==> src/rtl/iomem_arbiter.sv <==
// Round-robin arbiter sharing one picosoc iomem slave between two masters, one transaction at a time.
// Optional slave timeout/abort is enabled by defining IOMEM_ARB_TIMEOUT_EN.
module iomem_arbiter #(
    parameter int unsigned TIMEOUT_CYCLES = 1024,
    parameter logic [31:0] TIMEOUT_RDATA  = 32'hDEAD_BEEF
) (
    input  logic        clk,
    input  logic        resetn,
    input  logic        m0_valid,
    output logic        m0_ready,
    input  logic [3:0]  m0_wstrb,
    input  logic [31:0] m0_addr,
    input  logic [31:0] m0_wdata,
    output logic [31:0] m0_rdata,
    input  logic        m1_valid,
    output logic        m1_ready,
    input  logic [3:0]  m1_wstrb,
    input  logic [31:0] m1_addr,
    input  logic [31:0] m1_wdata,
    output logic [31:0] m1_rdata,
    output logic        s_valid,
    input  logic        s_ready,
    output logic [3:0]  s_wstrb,
    output logic [31:0] s_addr,
    output logic [31:0] s_wdata,
    input  logic [31:0] s_rdata,
    output logic [1:0]  grant,
    output logic        timeout_err
);

    typedef enum logic [1:0] {
        IDLE = 2'd0,
        BUSY = 2'd1,
        RESP = 2'd2
    } state_t;

    state_t      state_r;
    logic        last_grant_r;   // 0: master 0 served last, 1: master 1 served last
    logic        pick_m1_s;
    logic        done_s;
    logic        abort_s;
    logic [31:0] done_data_s;

`ifdef IOMEM_ARB_TIMEOUT_EN
    localparam int unsigned CNT_W = $clog2(TIMEOUT_CYCLES);
    localparam logic [CNT_W-1:0] CNT_LIMIT = CNT_W'(TIMEOUT_CYCLES - 1);
    logic [CNT_W-1:0] cnt_r;
`endif

    // Arbitration choice: a lone requester wins, a tie goes to the master not served last.
    always_comb begin
        pick_m1_s = 1'b0;
        if (m0_valid && m1_valid) begin
            pick_m1_s = ~last_grant_r;
        end else if (m1_valid) begin
            pick_m1_s = 1'b1;
        end else begin
            pick_m1_s = 1'b0;
        end
    end

    // Completion detect; a real s_ready takes priority over a timeout in the same cycle.
    always_comb begin
        done_s  = 1'b0;
        abort_s = 1'b0;
        if ((state_r == BUSY) && s_ready) begin
            done_s = 1'b1;
        end
`ifdef IOMEM_ARB_TIMEOUT_EN
        else if ((state_r == BUSY) && (cnt_r == CNT_LIMIT)) begin
            done_s  = 1'b1;
            abort_s = 1'b1;
        end
`endif
        else begin
            done_s  = 1'b0;
            abort_s = 1'b0;
        end
        done_data_s = abort_s ? TIMEOUT_RDATA : s_rdata;
    end

    // Transaction sequencer with all outputs registered.
    always_ff @(posedge clk or negedge resetn) begin
        if (!resetn) begin
            state_r      <= IDLE;
            last_grant_r <= 1'b1;
            s_valid      <= 1'b0;
            s_wstrb      <= 4'h0;
            s_addr       <= 32'h0000_0000;
            s_wdata      <= 32'h0000_0000;
            m0_ready     <= 1'b0;
            m1_ready     <= 1'b0;
            m0_rdata     <= 32'h0000_0000;
            m1_rdata     <= 32'h0000_0000;
            grant        <= 2'b00;
            timeout_err  <= 1'b0;
`ifdef IOMEM_ARB_TIMEOUT_EN
            cnt_r        <= '0;
`endif
        end else begin
            case (state_r)
                IDLE: begin
                    if (m0_valid || m1_valid) begin
                        state_r      <= BUSY;
                        s_valid      <= 1'b1;
                        last_grant_r <= pick_m1_s;
                        grant        <= pick_m1_s ? 2'b10 : 2'b01;
                        s_addr       <= pick_m1_s ? m1_addr  : m0_addr;
                        s_wdata      <= pick_m1_s ? m1_wdata : m0_wdata;
                        s_wstrb      <= pick_m1_s ? m1_wstrb : m0_wstrb;
`ifdef IOMEM_ARB_TIMEOUT_EN
                        cnt_r        <= '0;
`endif
                    end
                end
                BUSY: begin
                    if (done_s) begin
                        state_r <= RESP;
                        s_valid <= 1'b0;
                        if (abort_s) begin
                            timeout_err <= 1'b1;
                        end
                        if (grant[1]) begin
                            m1_ready <= 1'b1;
                            m1_rdata <= done_data_s;
                        end else begin
                            m0_ready <= 1'b1;
                            m0_rdata <= done_data_s;
                        end
                    end
`ifdef IOMEM_ARB_TIMEOUT_EN
                    else begin
                        cnt_r <= cnt_r + CNT_W'(1);
                    end
`endif
                end
                RESP: begin
                    // Masters still hold valid this cycle, so requests are not looked at here.
                    state_r  <= IDLE;
                    m0_ready <= 1'b0;
                    m1_ready <= 1'b0;
                    grant    <= 2'b00;
                end
                default: begin
                    state_r  <= IDLE;
                    s_valid  <= 1'b0;
                    m0_ready <= 1'b0;
                    m1_ready <= 1'b0;
                    grant    <= 2'b00;
                end
            endcase
        end
    end

endmodule

==> config.mk <==
export PLATFORM = sky130hd
export DESIGN_NAME = iomem_arbiter
export DESIGN_NICKNAME = d
export VERILOG_FILES = /design/src/rtl/iomem_arbiter.sv
export SDC_FILE = /design/constraint.sdc
export NUM_CORES = 1
export LEC_CHECK = 0
export ABC_AREA = 0
export BUFFER_PORTS_ARGS = -buffer_cell sky130_fd_sc_hd__clkbuf_2
export CORE_MARGIN = 4
export CORE_UTILIZATION = 45
export CTS_CLUSTER_SIZE = 16
export DETAILED_ROUTE_END_ITERATION = 10
export HOLD_SLACK_MARGIN = 0.03
export PLACE_DENSITY = 0.8
export SETUP_SLACK_MARGIN = 0.4
export SYNTH_ARGS = -nofsm -noshare
export SYNTH_HDL_FRONTEND = slang
export SYNTH_SLANG_ARGS = --single-unit
==> constraint.sdc <==
create_clock -name clk -period 2.2 [get_ports clk]
set_input_delay 0.33 -clock clk [delete_from_list [all_inputs] [get_ports clk]]
set_output_delay 0.33 -clock clk [all_outputs]
set_load 0.01 [all_outputs]
# Word-level counts from Yosys, hierarchy flattened
# Index checks and enable logic that the tools add are counted.
[op_classes]
eq_ne = 6
mux = 21
n_bitwise = 5
n_reduce_logical = 12
[op_table]
columns = ["operator", "count"]
rows = [
  ["$mux W32", 2],
  ["$reduce_and A3 Y1", 5],
  ["$mux W1", 9],
  ["$mux W2", 4],
  ["$ne A2 B2 Y1 const B", 4],
  ["$pmux W2 S2", 2],
  ["$reduce_and A2 Y1", 3],
  ["$not A1 Y1", 5],
  ["$mux W4", 1],
  ["$pmux W1 S2", 2],
  ["$pmux W1 S3", 1],
  ["$eq A2 B1 Y1 const B", 1],
  ["$eq A2 B2 Y1 const B", 1],
  ["$logic_and A1 B1 Y1", 2],
  ["$logic_not A2 Y1", 1],
  ["$logic_or A1 B1 Y1", 1],
]
[totals]
register_bits = 140
inputBits = 173
output_inout_bits = 138
word_cells = 55

# Depth between registers and ports, before layout
[depth]
word_depth = 5
ltp_mapped = 6
ltp_nobuf = 3

# Worst setup path before layout
# OpenSTA, ideal clock, no wires.
[synth_path]
kind = "reg2reg"
startpoint = "reg last_grant_r"
endpoint = "reg s_wstrb[3]"
setup_time_ns = 0.125
arrival_ns = 1.407
required_ns = 2.075
slack_ns = 0.668
path_stages_with_launch = 5
path_buffers = 1
period_less_slack_ns = 1.532
cell_sequence = "dfstp_2 -> a21boi_2 -> clkbuf_1 -> mux2_2 -> mux2_2"
[synth_between]
elab_chain_cells = 3
[synth_lines]
columns = ["element", "line", "text"]
rows = [
  ["from (decl)", "38", "logic last_grant_r;"],
  ["from (signal assigned)", "106", "last_grant_r <= pick_m1_s;"],
  ["$not A1 Y1", "54", "pick_m1_s = ~last_grant_r;"],
  ["$mux W1", "53", "if (m0_valid && m1_valid) begin"],
  ["$mux W4", "110", "s_wstrb <= pick_m1_s ? m1_wstrb : m0_wstrb;"],
  ["to (signal assigned)", "110", ""],
  ["to (decl)", "23", "output logic [3:0] s_wstrb,"],
]
# No other way between the ends.
# A chain may end at the register's enable or synchronous reset.

# Final worst setup path
[layout_path]
startpoint = "reg state_r[1]"
endpoint = "reg s_addr[28]"
[layout_between]
elab_chain_cells = 2
[layout_lines]
columns = ["element", "line", "text"]
rows = [
  ["from (decl)", "37", "state_t state_r;"],
  ["from (signal assigned)", "85", "state_r <= IDLE;"],
  ["from (signal assigned)", "104", "state_r <= BUSY;"],
  ["from (signal assigned)", "118", "state_r <= RESP;"],
  ["$logic_not A2 Y1", "101", "case (state_r)"],
  ["$reduce_and A2 Y1 (no line)", "n/a", ""],
  ["to (signal assigned)", "108", "s_addr <= pick_m1_s ? m1_addr : m0_addr;"],
  ["to (decl)", "24", "output logic [31:0] s_addr,"],
]
# No other way between the ends.

==> impl_metrics.ini <==
[finish]
drive_above_1_share = 0.578
nFillCells = 965
syn2layout_area_growth_pct = 40.8
final_design_area_no_fill_um2 = 8190
fin_util = 0.649
diodes = 0
nets = 883

[synth]
ys.warnings.count = 0
synth_top_area_cell = dfrtp_1
yosys-top-cells-area = dfrtp_1 60%, a221o_1 12%, mux2_4 7.7%, and3_1 7.3%, mux2_2 5.4%
synthesis.area_um2 = 5820
yosys.cell_count.top_type = dfrtp_1
ys.flop_type = dfrtp_1
avgSynthCellArea_um2 = 14.4
synthArstFlopShare = 1.00
netlist.area_leader.share = 0.598
synth_nets = 577
synth_common_cells = 139 x dfrtp_1, 68 x and3_1, 67 x a221o_1
postSynthCellCount = 404
ys_seq_area_frac = 0.602
synth.distinct_cells = 28
synth-seq-cells = 140
synth_edf_count = 0

[timing]
finClkSkew_ps = 10.4
hold_viol = 0
worstMarginPinSlew_ps = 603
finalMaxSlewViolations = 0
finalWorstSetupSlack_ps = 518
post-route-period-util = 0.765
slew-limit-headroom = 0.597
setup_violations = 0
setup_tns_ps = 0
finalCriticalPeriod_ps = 1680
fmax_mhz = 595
rsz0062_at_grt = no

[worst_setup_path]
cp-start-kind = register
crit_family = compound AO/OA/AOI/OAI gates
crit_start = state_r[1]
crit_cells = 4
reg2reg_from = state_r[1]
worst-r2r-cell-count = 4
critPathMaxFanout = 32
path_cells = nor2_4, o21ai_4, buf_4, a221o_1
worstSetupEndpointType = register
cp_num_buf_inv = 1
cp_data_arrival_time_ps = 1970
path_class = reg2reg
critPathMaxStageDelay_ps = 470
cp.required_ps = 2480
cpMaxStageDelayCell = dfrtp_1

[worst_hold_path]
min_path_type = in2reg
holdPathStages = 2
hp-start = m0_addr[17]

[run]
cap_viol_max_count = 0

[grt]
antenna_found_initial = 0
grt_pass1_vias = 4967
grt_overflow = 0
grt_max_degree = 70
grt_pass1_wl_mm = 25.7
gr-usage-all-layers = 0.223

[drt]
first_pass_iters = 6
via_count = 4773
drtIter0Drc = 286
vias_per_cell = 5.33
routed_wl_mm = 16.9
ant_nets = 0
drcViolationCount = 0
wl_per_cell_um = 18.9

[cts]
path_clk_slew_ps = 60
numCtsBuffers = 17
h-tree-depth = 4
postCtsSetupBuffers = 0
cts_tree = yes
cts_root_buf = clkbuf_16
clk_latency_ps = 410
clockBufferDepth = 2
clock_sinks = 140

[placement]
placed_cell_area_um2 = 7570
place_ws_ps = 446
portBuffers = 309
routabilityCongestion = 0.838
dp_hpwl_mm = 12.8

[die]
die_h_um = 122
ios = 311
die_area_um2 = 14800
start_util = 0.461
rows = 41
dieWidth_um = 122
core_area_um2 = 12600

[pwr]
power_density_nw_per_um2 = 1550
p_leak_uw = 0.00443
ir_worst_vdd_v = 0.000720

[status]
status = completed
[stage by stage]
step                cells  total power, uW  hold slack (ps)
floorplan             404             7540             34.4
global placement      862             9580              303
detailed placement    862             9840              316
CTS                   895            12800              131
global route          895            13300              124
finish                895            12700              149
[power by group]
part	switching [uW]	leakage, uW	internal, uW	total [uW]
sequential	827	0.00170	3870	4700
combinational	2480	0.00245	2580	5060
clock	1080	0.000282	1820	2900
[repair_timing]
action | 4_1_cts | 5_1_grt
resized for setup | 0 | 2
hold endpoints to repair | 48 | 0
hold buffers | 1 | 0
setup endpoints to repair | 0 | 59
[cells by family after synthesis]
group | count (synthesis) | synth area share
other | 1 | 0.000644
AOI/OAI and AO/OA | 78 | 0.128
muxes | 66 | 0.147
and+or+nand+nor | 81 | 0.0854
DFF | 140 | 0.602
buffers and inverters | 38 | 0.0370
[per-layer routing]
layer	track usage	vias up	routed length (um)
met4	0.0714	0	461
met1	0.272	2325	6590
met3	0.0636	32	1310
met2	0.384	255	8550
li1	-	2161	-
met5	0	-	0
[cell usage in the layout, fill, tap and decap left out, types with 4 or more instances in the layout]
| master | netlist | routed |
|---|---|---|
| mux2_2 | 28 | 28 |
| mux2_1 | 8 | 8 |
| nand2b_1 | 4 | 4 |
| mux2_4 | 30 | 30 |
| buf_12 | 0 | 5 |
| dfrtp_1 | 139 | 139 |
| and3_1 | 68 | 67 |
| clkbuf_16 | 0 | 17 |
| clkinvlp_4 | 0 | 5 |
| a221o_1 | 67 | 67 |
| buf_4 | 1 | 8 |
| clkbuf_2 | 0 | 308 |
[area by class of cell]
type / instances / area (um^2) / area share
inverter: 1 / 3.75 / 0.000458
multi-input combinational: 226 / 2130 / 0.260
tap: 172 / 215 / 0.0263
timing repair buffer: 324 / 1730 / 0.212
sequential: 140 / 3500 / 0.428
clock inverter: 13 / 164 / 0.0200
clock buffer: 19 / 443 / 0.0541
[worst register-to-register path, delay by kind of cell, from the launching register on]
family | cells | cell delay [ps]
AO/OA/AOI/OAI | 2 | 600
flip-flops | 1 | 470
buffers and inverters | 1 | 310
AND/OR/NAND/NOR | 1 | 200
[flip-flops by register name, summed over array words and instances, names as in the netlist, 2 cells and up]
| signal | cells |
|---|---|
| s_wstrb | 4 |
| m1_rdata | 32 |
| s_addr | 32 |
| state_r | 2 |
| grant | 2 |
| m0_rdata | 32 |
| s_wdata | 32 |
[final timing paths]
kind / to / slack, ps
setup reg to reg: s_addr[28] / 520
setup / recovery: s_addr[28] / 520
hold / removal: s_addr[17] / 150
min in group asynchronous: m1_rdata[11] / 430
hold reg to reg: s_valid / 490
max in group asynchronous: s_addr[11] / 970
Note: power is estimated with default switching activity, not from simulation.
